[config.mk]
export PLATFORM = sky130hd
export DESIGN_NAME = fetch_unit
export DESIGN_NICKNAME = d
export VERILOG_FILES = /design/src/rtl/fetch_unit_pkg.sv /design/src/rtl/fetch_queue.sv /design/src/rtl/fetch_unit.sv
export SDC_FILE = /design/constraint.sdc
export NUM_CORES = 1
export LEC_CHECK = 0
export CELL_PAD_IN_SITES_DETAIL_PLACEMENT = 1
export CELL_PAD_IN_SITES_GLOBAL_PLACEMENT = 2
export CORE_MARGIN = 1
export CORE_UTILIZATION = 39
export DETAILED_ROUTE_END_ITERATION = 8
export HOLD_SLACK_MARGIN = 0.03
export PLACE_DENSITY_LB_ADDON = 0.1
export SYNTH_ARGS = -nofsm -noshare
export SYNTH_HDL_FRONTEND = slang
export SYNTH_HIERARCHICAL = 1
export SYNTH_SLANG_ARGS = --single-unit
[constraint.sdc]
create_clock -name in_clk -period 5.4 [get_ports in_clk]
set_input_delay 0.81 -clock in_clk [delete_from_list [all_inputs] [get_ports in_clk]]
set_output_delay 0.81 -clock in_clk [all_outputs]
set_load 0.03 [all_outputs]
[src/rtl/fetch_unit_pkg.sv]
// fetch_unit_pkg: shared fetch types, HLT/B match constants and reset PC default
package fetch_unit_pkg;

    typedef struct packed {
        logic        done;
        logic [31:0] insnbits;
    } fetch_interface;

    typedef enum logic {RUN, HALT} fetch_state_t;

    localparam logic [63:0] DEFAULT_RESET_PC = 64'h0;

    localparam logic [31:0] HLT_MASK  = 32'hFFE0_001F;
    localparam logic [31:0] HLT_MATCH = 32'hD440_0000;
    localparam logic [31:0] B_MASK    = 32'hFC00_0000;
    localparam logic [31:0] B_MATCH   = 32'h1400_0000;

    function automatic logic is_hlt(input logic [31:0] insn);
        return (insn & HLT_MASK) == HLT_MATCH;
    endfunction

    function automatic logic is_b(input logic [31:0] insn);
        return (insn & B_MASK) == B_MATCH;
    endfunction

    function automatic logic [63:0] b_offset(input logic [25:0] imm26);
        return {{36{imm26[25]}}, imm26, 2'b00};
    endfunction

endpackage

[src/rtl/fetch_queue.sv]
// fetch_queue: in-order FIFO of fetched {pc, insnbits} with push/pop/flush
module fetch_queue #(
    parameter int W     = 96,
    parameter int DEPTH = 4,
    localparam int AW   = $clog2(DEPTH)
) (
    input  logic          in_clk,
    input  logic          in_rst,
    input  logic          in_push,
    input  logic [W-1:0]  in_data,
    input  logic          in_pop,
    input  logic          in_flush,
    output logic [W-1:0]  out_data,
    output logic          out_full,
    output logic          out_empty,
    output logic [AW:0]   out_count
);

    localparam logic [AW:0] FULL_CNT = DEPTH[AW:0];

    logic [W-1:0]  mem [DEPTH];
    logic [AW-1:0] rd_ptr, wr_ptr;

    // Storage write; entries are not reset because count gates visibility
    always_ff @(posedge in_clk) begin
        if (in_push) mem[wr_ptr] <= in_data;
    end

    // Pointers wrap naturally modulo the power-of-two depth; flush empties in one cycle
    always_ff @(posedge in_clk) begin
        if (in_rst || in_flush) begin
            rd_ptr    <= '0;
            wr_ptr    <= '0;
            out_count <= '0;
        end else begin
            if (in_push) wr_ptr <= wr_ptr + 1'b1;
            if (in_pop) rd_ptr <= rd_ptr + 1'b1;
            out_count <= out_count + {{AW{1'b0}}, in_push} - {{AW{1'b0}}, in_pop};
        end
    end

    assign out_data  = mem[rd_ptr];
    assign out_empty = out_count == '0;
    assign out_full  = out_count == FULL_CNT;

endmodule

[src/rtl/fetch_unit.sv]
// fetch_unit: PC generation, imem requests, instruction queue and dispatch output (FETCH_PREDICT_B_EN adds B prediction at push)
module fetch_unit
    import fetch_unit_pkg::*;
#(
    parameter int          QDEPTH   = 4,
    parameter logic [63:0] RESET_PC = DEFAULT_RESET_PC
) (
    input  logic           in_clk,
    input  logic           in_rst,
    input  logic           in_stall,
    input  logic           in_redirect,
    input  logic [63:0]    in_redirect_pc,
    output logic           out_imem_req,
    output logic [63:0]    out_imem_addr,
    input  logic [31:0]    in_imem_rdata,
    output fetch_interface out_fetch_sigs,
    output logic [63:0]    out_pc,
    output logic           out_halted
);

    localparam int          CW   = $clog2(QDEPTH) + 1;
    localparam logic [CW:0] QLIM = QDEPTH[CW:0];

    fetch_state_t   state, state_nxt;
    logic [63:0]    pc, pc_nxt, req_pc, pc_q, b_target;
    logic           inflight, push, pop, b_take, q_full, q_empty;
    logic [CW-1:0]  q_count;
    logic [95:0]    q_head;
    fetch_interface sigs_q;

    assign pop  = !in_stall && !q_empty && !in_redirect;
    assign push = inflight && !in_redirect && (!q_full || pop);

`ifdef FETCH_PREDICT_B_EN
    assign b_take   = push && is_b(in_imem_rdata);
    assign b_target = req_pc + b_offset(in_imem_rdata[25:0]);
`else
    assign b_take   = 1'b0;
    assign b_target = req_pc;
`endif

    // FSM state register
    always_ff @(posedge in_clk) begin
        state <= in_rst ? RUN : state_nxt;
    end

    // Next state, request and next PC; external redirect outranks everything
    always_comb begin
        out_imem_req = !in_rst && state == RUN && !in_redirect && !b_take &&
                       ({1'b0, q_count} + {{CW{1'b0}}, inflight}) < QLIM;
        state_nxt    = in_redirect ? RUN : (push && is_hlt(in_imem_rdata)) ? HALT : state;
        pc_nxt       = in_redirect ? in_redirect_pc : b_take ? b_target :
                       out_imem_req ? pc + 64'd4 : pc;
        out_halted   = state == HALT;
    end

    // PC, single outstanding request tracking and registered dispatch outputs
    always_ff @(posedge in_clk) begin
        if (in_rst) begin
            pc       <= RESET_PC;
            req_pc   <= '0;
            inflight <= 1'b0;
            sigs_q   <= '0;
            pc_q     <= '0;
        end else begin
            pc          <= pc_nxt;
            inflight    <= out_imem_req;
            sigs_q.done <= pop;
            if (out_imem_req) req_pc <= pc;
            if (pop) begin
                sigs_q.insnbits <= q_head[31:0];
                pc_q            <= q_head[95:32];
            end
        end
    end

    fetch_queue #(.W(96), .DEPTH(QDEPTH)) u_queue (
        .in_clk    (in_clk),
        .in_rst    (in_rst),
        .in_push   (push),
        .in_data   ({req_pc, in_imem_rdata}),
        .in_pop    (pop),
        .in_flush  (in_redirect),
        .out_data  (q_head),
        .out_full  (q_full),
        .out_empty (q_empty),
        .out_count (q_count)
    );

    assign out_imem_addr  = pc;
    assign out_fetch_sigs = sigs_q;
    assign out_pc         = pc_q;

endmodule

# Word-level counts from Yosys, hierarchy flattened
# Memories as Yosys holds them, arrays and structs flattened. A register that Yosys moved wholly into a read port is not among the register bits.
# Cells that the tools add are included.
[word_totals]
wordCells = 41
regBits = 138
mem_count = 1
output_inout_bits = 163
ramBits = 384
mem_bits_ro = 0
latchBits = 0
[classes]
magnitude_cmp = 1
n_eq_ne = 2
n_mux = 4
n_div = 0
addsub = 6
shifts = 0
n_mul = 0
n_reduce_logical = 18
bitwise = 1
[mem_list]
columns = ["name", "words", "width", "rd", "rd_clocked_by_memory_dff", "write_ports", "line_no", "text"]
rows = [
  ["u_queue.mem", 4, 96, 1, 1, 1, "fetch_queue.sv:21", "logic [W-1:0] mem [DEPTH];"],
]
[op_table]
columns = ["op", "n"]
rows = [
  ["two-way mux 64 bit", 2],
  ["adder 64 x 3 -> 64 bit (second input constant)", 1],
  ["equality test 16 bit (second input constant)", 1],
  ["logical AND 1 bit", 8],
  ["logical NOT 1 bit", 5],
  ["adder 2 x 1 -> 2 bit (second input constant)", 2],
  ["adder 3 x 1 -> 4 bit", 1],
  ["less-than comparator 4 x 3 -> 1 bit (second input constant)", 1],
  ["adder 3 x 1 -> 3 bit", 1],
  ["equality test 3 bit (second input constant)", 1],
  ["logical NOT 3 bit", 1],
  ["subtractor 3 x 1 -> 3 bit", 1],
  ["logical OR 1 bit", 2],
  ["two-way mux 1 bit", 2],
  ["nonzero test 2 bit", 1],
  ["OR reduction 2 bit", 1],
  ["inverter 1 bit", 1],
]

# Logic depth before layout (Yosys ltp)
[depth]
ltp_word = 8
depth_mapped = 11

# Hierarchy
# Netlist, hierarchy kept.
[by_module_without_submodules]
columns = ["module", "area_each_um2", "instances", "seq_area_each_um2", "cells_each"]
rows = [
  ["fetch_queue", 14310.0, 1, 11711.2, 548],
  ["fetch_unit", 9370.2, 1, 4544.4, 1221],
]

# Least setup slack after synthesis
# Ideal clock, no wire load.
[synth_timing]
kind = "input to register"
start = "in in_redirect"
end = "mem u_queue.mem[0][0], enable pin"
stages = 6
required_time_ns = 4.935
arrival_ns = 4.112
path_slack_ns = 0.823
cell_sequence = "buf_2 > or3_1 > clkbuf_1 > nand2_1 > and3_1 > and2_1"
[synth_via]
elab_chain_len = 6
word_cells_on_any_way = 7
[synth_lines]
columns = ["item", "line_no", "text"]
rows = [
  ["start: declaration", "fetch_unit.sv:11", "input logic in_redirect,"],
  ["logical NOT 1 bit *", "fetch_unit.sv:31, fetch_unit.sv:32", ""],
  ["logical AND 1 bit", "fetch_unit.sv:31", "assign pop = !in_stall && !q_empty && !in_redirect;"],
  ["logical OR 1 bit", "fetch_unit.sv:32", "assign push = inflight && !in_redirect && (!q_full || pop);"],
  ["logical AND 1 bit *", "fetch_unit.sv:32", ""],
  ["via push", "fetch_unit.sv:26", "logic inflight, push, pop, b_take, q_full, q_empty;"],
  ["two-way mux 1 bit *", "fetch_queue.sv:26", "if (in_push) mem[wr_ptr] <= in_data;"],
  ["two-way mux 1 bit (not written as such) *", "fetch_queue.sv:26", ""],
  ["end: declaration", "fetch_queue.sv:21", ""],
]
# The timed path passes the listed nets; every way through them passes the cells marked *.

# Worst setup path after layout
[layout_timing]
start = "in in_rst"
end = "out out_imem_req"
[layout_via]
elab_chain_len = 4
[layout_lines]
columns = ["item", "line_no", "text"]
rows = [
  ["start: declaration", "fetch_unit.sv:9", "input logic in_rst,"],
  ["logical NOT 1 bit", "fetch_unit.sv:49", "out_imem_req = !in_rst && state == RUN && !in_redirect && !b_take &&"],
  ["logical AND 1 bit (3 in series)", "fetch_unit.sv:49", ""],
  ["end: declaration", "fetch_unit.sv:13", "output logic out_imem_req,"],
]
# Every way passes these cells.

==> results.md <==
* First-pass DRT Iterations at 5
* CP Launch Type: input pin
* # diodes at 0
* Final Util at 49.53%
* Hold_sp: out_pc[26]
* Critical path origin: in_rst
* Min-Delay Path Class: register to register
* Average wire per standard cell at 23.58 µm
* Worst slack, placed at 1.233 ns
* Worst slew pin tran at 1.190 ns
* CP Capture Type: output port
* Die ar. at 0.06171 mm²
* Critical path required time at 4.59 ns
* WP data arrival at 3.08 ns
* Clock root buffer: clkbuf_16
* Status: finished, final reports clean
* RSZ-0062 raised after global routing: no
* Post-synthesis cell area at 0.02368 mm²
* Final WS setup at 1.509 ns
* Period Utilization, post-route at 72.06%
* Largest net degree at the start of global routing at 91
* Comb pwr share at 4.9%
* Placed Cells at 2720
* DRT Wirelength at 67120 µm
* Number of synthesized flops with an enable pin at 384
* Final Hold Fails at 0
* PortBufs at 262
* LEAKAGE at 9.414 nW
* Max-slew violations at 0
* Initial antenna violation count at 0
* Tmin final at 3.891 ns
* Resized Gates After CTS at 0
* Synthesized Nets at 1877
* CTS sink count at 620
* Net switching power at 0.002304 W
* Hold Buf Count CTS at 0
* Synth Warn # at 6
* Chip Width at 248.4 µm
* Int Power at 0.008275 W
* Clock slew at reported path FFs at 0.06 ns
* R2r worst-path depth at 8
* Die height at 248.4 µm
* Initial detailed-routing violation count at 946
* CTS Buf Count at 68
* Setup Skew at 0.01877 ns
* Finished Layout Cells at 2846
* Primary FF master, synth: edfxtp_1
* Syn_area_per_cell at 13.39 µm²
* Clock tree buffer depth at 3
* Power per Cell Area at 359.2 mW/mm²
* Gp weighted congestion at 0.7699
* Post-synthesis cell type count at 60
* Worst slew margin at 20.69%
* Peak VDD IR at 0.2412 mV
* Hold path depth at 2
* Layout cell share with drive strength beyond 1 at 12.83%
* Overflow after GRT at 0
* Clock share of power at 46.1%
* Asr flop ratio synth at 0%
* Global-route wire length before repair at 102000 µm
* Critical path class: input pin to output port
* Fin nets at 2125
* Sequential cell area fraction in the yosys report at 68.65%
* Setup bufs post-CTS at 0
* FF+latch count, synth at 620
* Post-Syn Instances at 1769
* Setup Viol. Count Final at 0
* Area Overhead vs Synth at 24.38%
* Dpl hpwl at 42180 µm
* Fin Setup TNS at 0 ns
* DRC viols at 0
* Max Cap Violations at 0
* Sw Ratio at 21.78%
* Clk_lat worst skew at 0.59 ns
* Max Fclk at 0.2570 GHz
* Sequential share of power at 49.0%
* TritonCTS clock tree: yes
* Starting Density at 39.82%
* Vias in the first global route at 15.92k
* Vias per inst at 5.402
* # H-tree levels at 3
* Critical-path maximum fanout at 90
* Number of nets with antenna violations after routing at 0
* Core box area at 0.05946 mm²
* Vias at 15.37k
* Global Route Usage Sum at 21.85%
* Row count at 89
* R2R Path Start: out_halted
* I/O Pins at 263
==> cells in the mapped netlist (3+ instances only) <==
| library cell | count | share of area [%] |
|---|---|---|
| mux2_2 | 5 | 0.24 |
| nor4_1 | 13 | 0.34 |
| nand4_1 | 22 | 0.58 |
| ha_1 | 7 | 0.37 |
| and2_1 | 5 | 0.13 |
| xor2_1 | 13 | 0.48 |
| or3_1 | 7 | 0.18 |
| nor2_1 | 40 | 0.63 |
| a21oi_1 | 220 | 4.6 |
| or4_1 | 3 | 0.095 |
| clkbuf_1 | 84 | 1.3 |
| mux2i_1 | 4 | 0.17 |
| a31oi_1 | 13 | 0.34 |
| buf_8 | 4 | 0.25 |
| nand2_1 | 374 | 5.9 |
| nand3b_1 | 4 | 0.13 |
| o22ai_1 | 21 | 0.55 |
| dfxtp_1 | 236 | 20 |
| and4_1 | 8 | 0.30 |
| edfxtp_1 | 384 | 49 |
| o21ai_0 | 26 | 0.55 |
| nor3_1 | 21 | 0.44 |
| and3_1 | 35 | 0.92 |
| or2_2 | 3 | 0.079 |
| inv_1 | 16 | 0.25 |
| buf_1 | 10 | 0.16 |
| a221oi_1 | 4 | 0.15 |
| nand3_1 | 26 | 0.55 |
| buf_2 | 15 | 0.32 |
| xnor2_1 | 10 | 0.37 |
| mux4_2 | 96 | 9.1 |
| a32oi_1 | 5 | 0.18 |
==> flip-flops by register name, summed over array words and instances, names as in the netlist, named ones only <==
register,cells
b_target,64
inflight,1
out_fetch_sigs,33
out_halted,1
out_imem_addr,64
out_pc,64
u_queue/mem,384
u_queue/out_count,3
u_queue/rd_ptr,2
u_queue/wr_ptr,2
==> through the flow <==
step	hold WS [ns]	power, W	area [µm²]
after floorplan	0.4600	0.005518	23680
after global placement	0.4431	0.005798	27100
after detailed placement	0.4491	0.005810	27100
after CTS	0.4571	0.01070	29450
after global routing	0.4696	0.01092	29450
final	0.4533	0.01058	29450
==> power groups by stage <==
stage	combinational [W]	sequential [W]	clock (W)
6_report	0.000523	0.00518	0.00488
5_1_grt	0.000559	0.00519	0.00517
4_1_cts	0.000530	0.00518	0.00499
3_5_place_dp	0.000526	0.00528	0
3_3_place_gp	0.000520	0.00528	0
2_1_floorplan	0.000198	0.00532	0
==> final timing paths <==
check	endpoint	slack, ns
hold reg to reg	out_pc[26]	0.45
setup / recovery	out_imem_req	1.51
hold / removal	out_pc[26]	0.45
setup reg to reg	out_imem_addr[17]	2.15
==> cell usage in the layout (no fill, tap or decap), drive strengths merged, types with 22 or more instances in the layout <==
cell type and instances:
nand3 26, nor2 40, o21ai 26, edfxtp 384, nand2 374, clkdlybuf4s50 260, clkbuf 90, a21oi 220
clkinv 22, buf 34, nor3 22, and3 35, nand4 24, mux4 96, dfxtp 236
==> cell type report <==
class                   count  area, µm²
well taps                 773      967.2
fillers                  5985      30010
multi-input cells        1015       6864
flip-flops and latches    620      16260
repair buffers            295       2934
clock buffers              89       1863
clock inverters            37      494.2
inverters                  17      67.56
==> cells by family (layout without fill, tap and decap cells) <==
kind of cell / after synthesis / count (layout) / synth area share, %
and+or+nand+nor: 574 / 574 / 10.90
DFF: 620 / 620 / 68.65
muxes: 105 / 105 / 9.537
adders and majority gates: 8 / 8 / 0.4544
AOI/OAI and AO/OA: 304 / 304 / 6.980
buffers and inverters: 134 / 438 / 2.531
xor gates and xnor gates: 24 / 24 / 0.9510
==> layer usage <==
| metal | track usage (%) | part of all wire (%) |
|---|---|---|
| met2 | 36.81 | 50 |
| met3 | 3.590 | 4.6 |
| met1 | 29.15 | 44 |
| met4 | 6.229 | 2.0 |
| met5 | 0 | 0 |
==> critical path: stages <==
cell and delay (ns):
clkbuf_8 0.36, or4_1 0.62, a31o_4 0.33, clkinv_2 0.17
clkdlybuf4s50_1 0.70
Note: power is estimated with default switching activity, not from simulation.
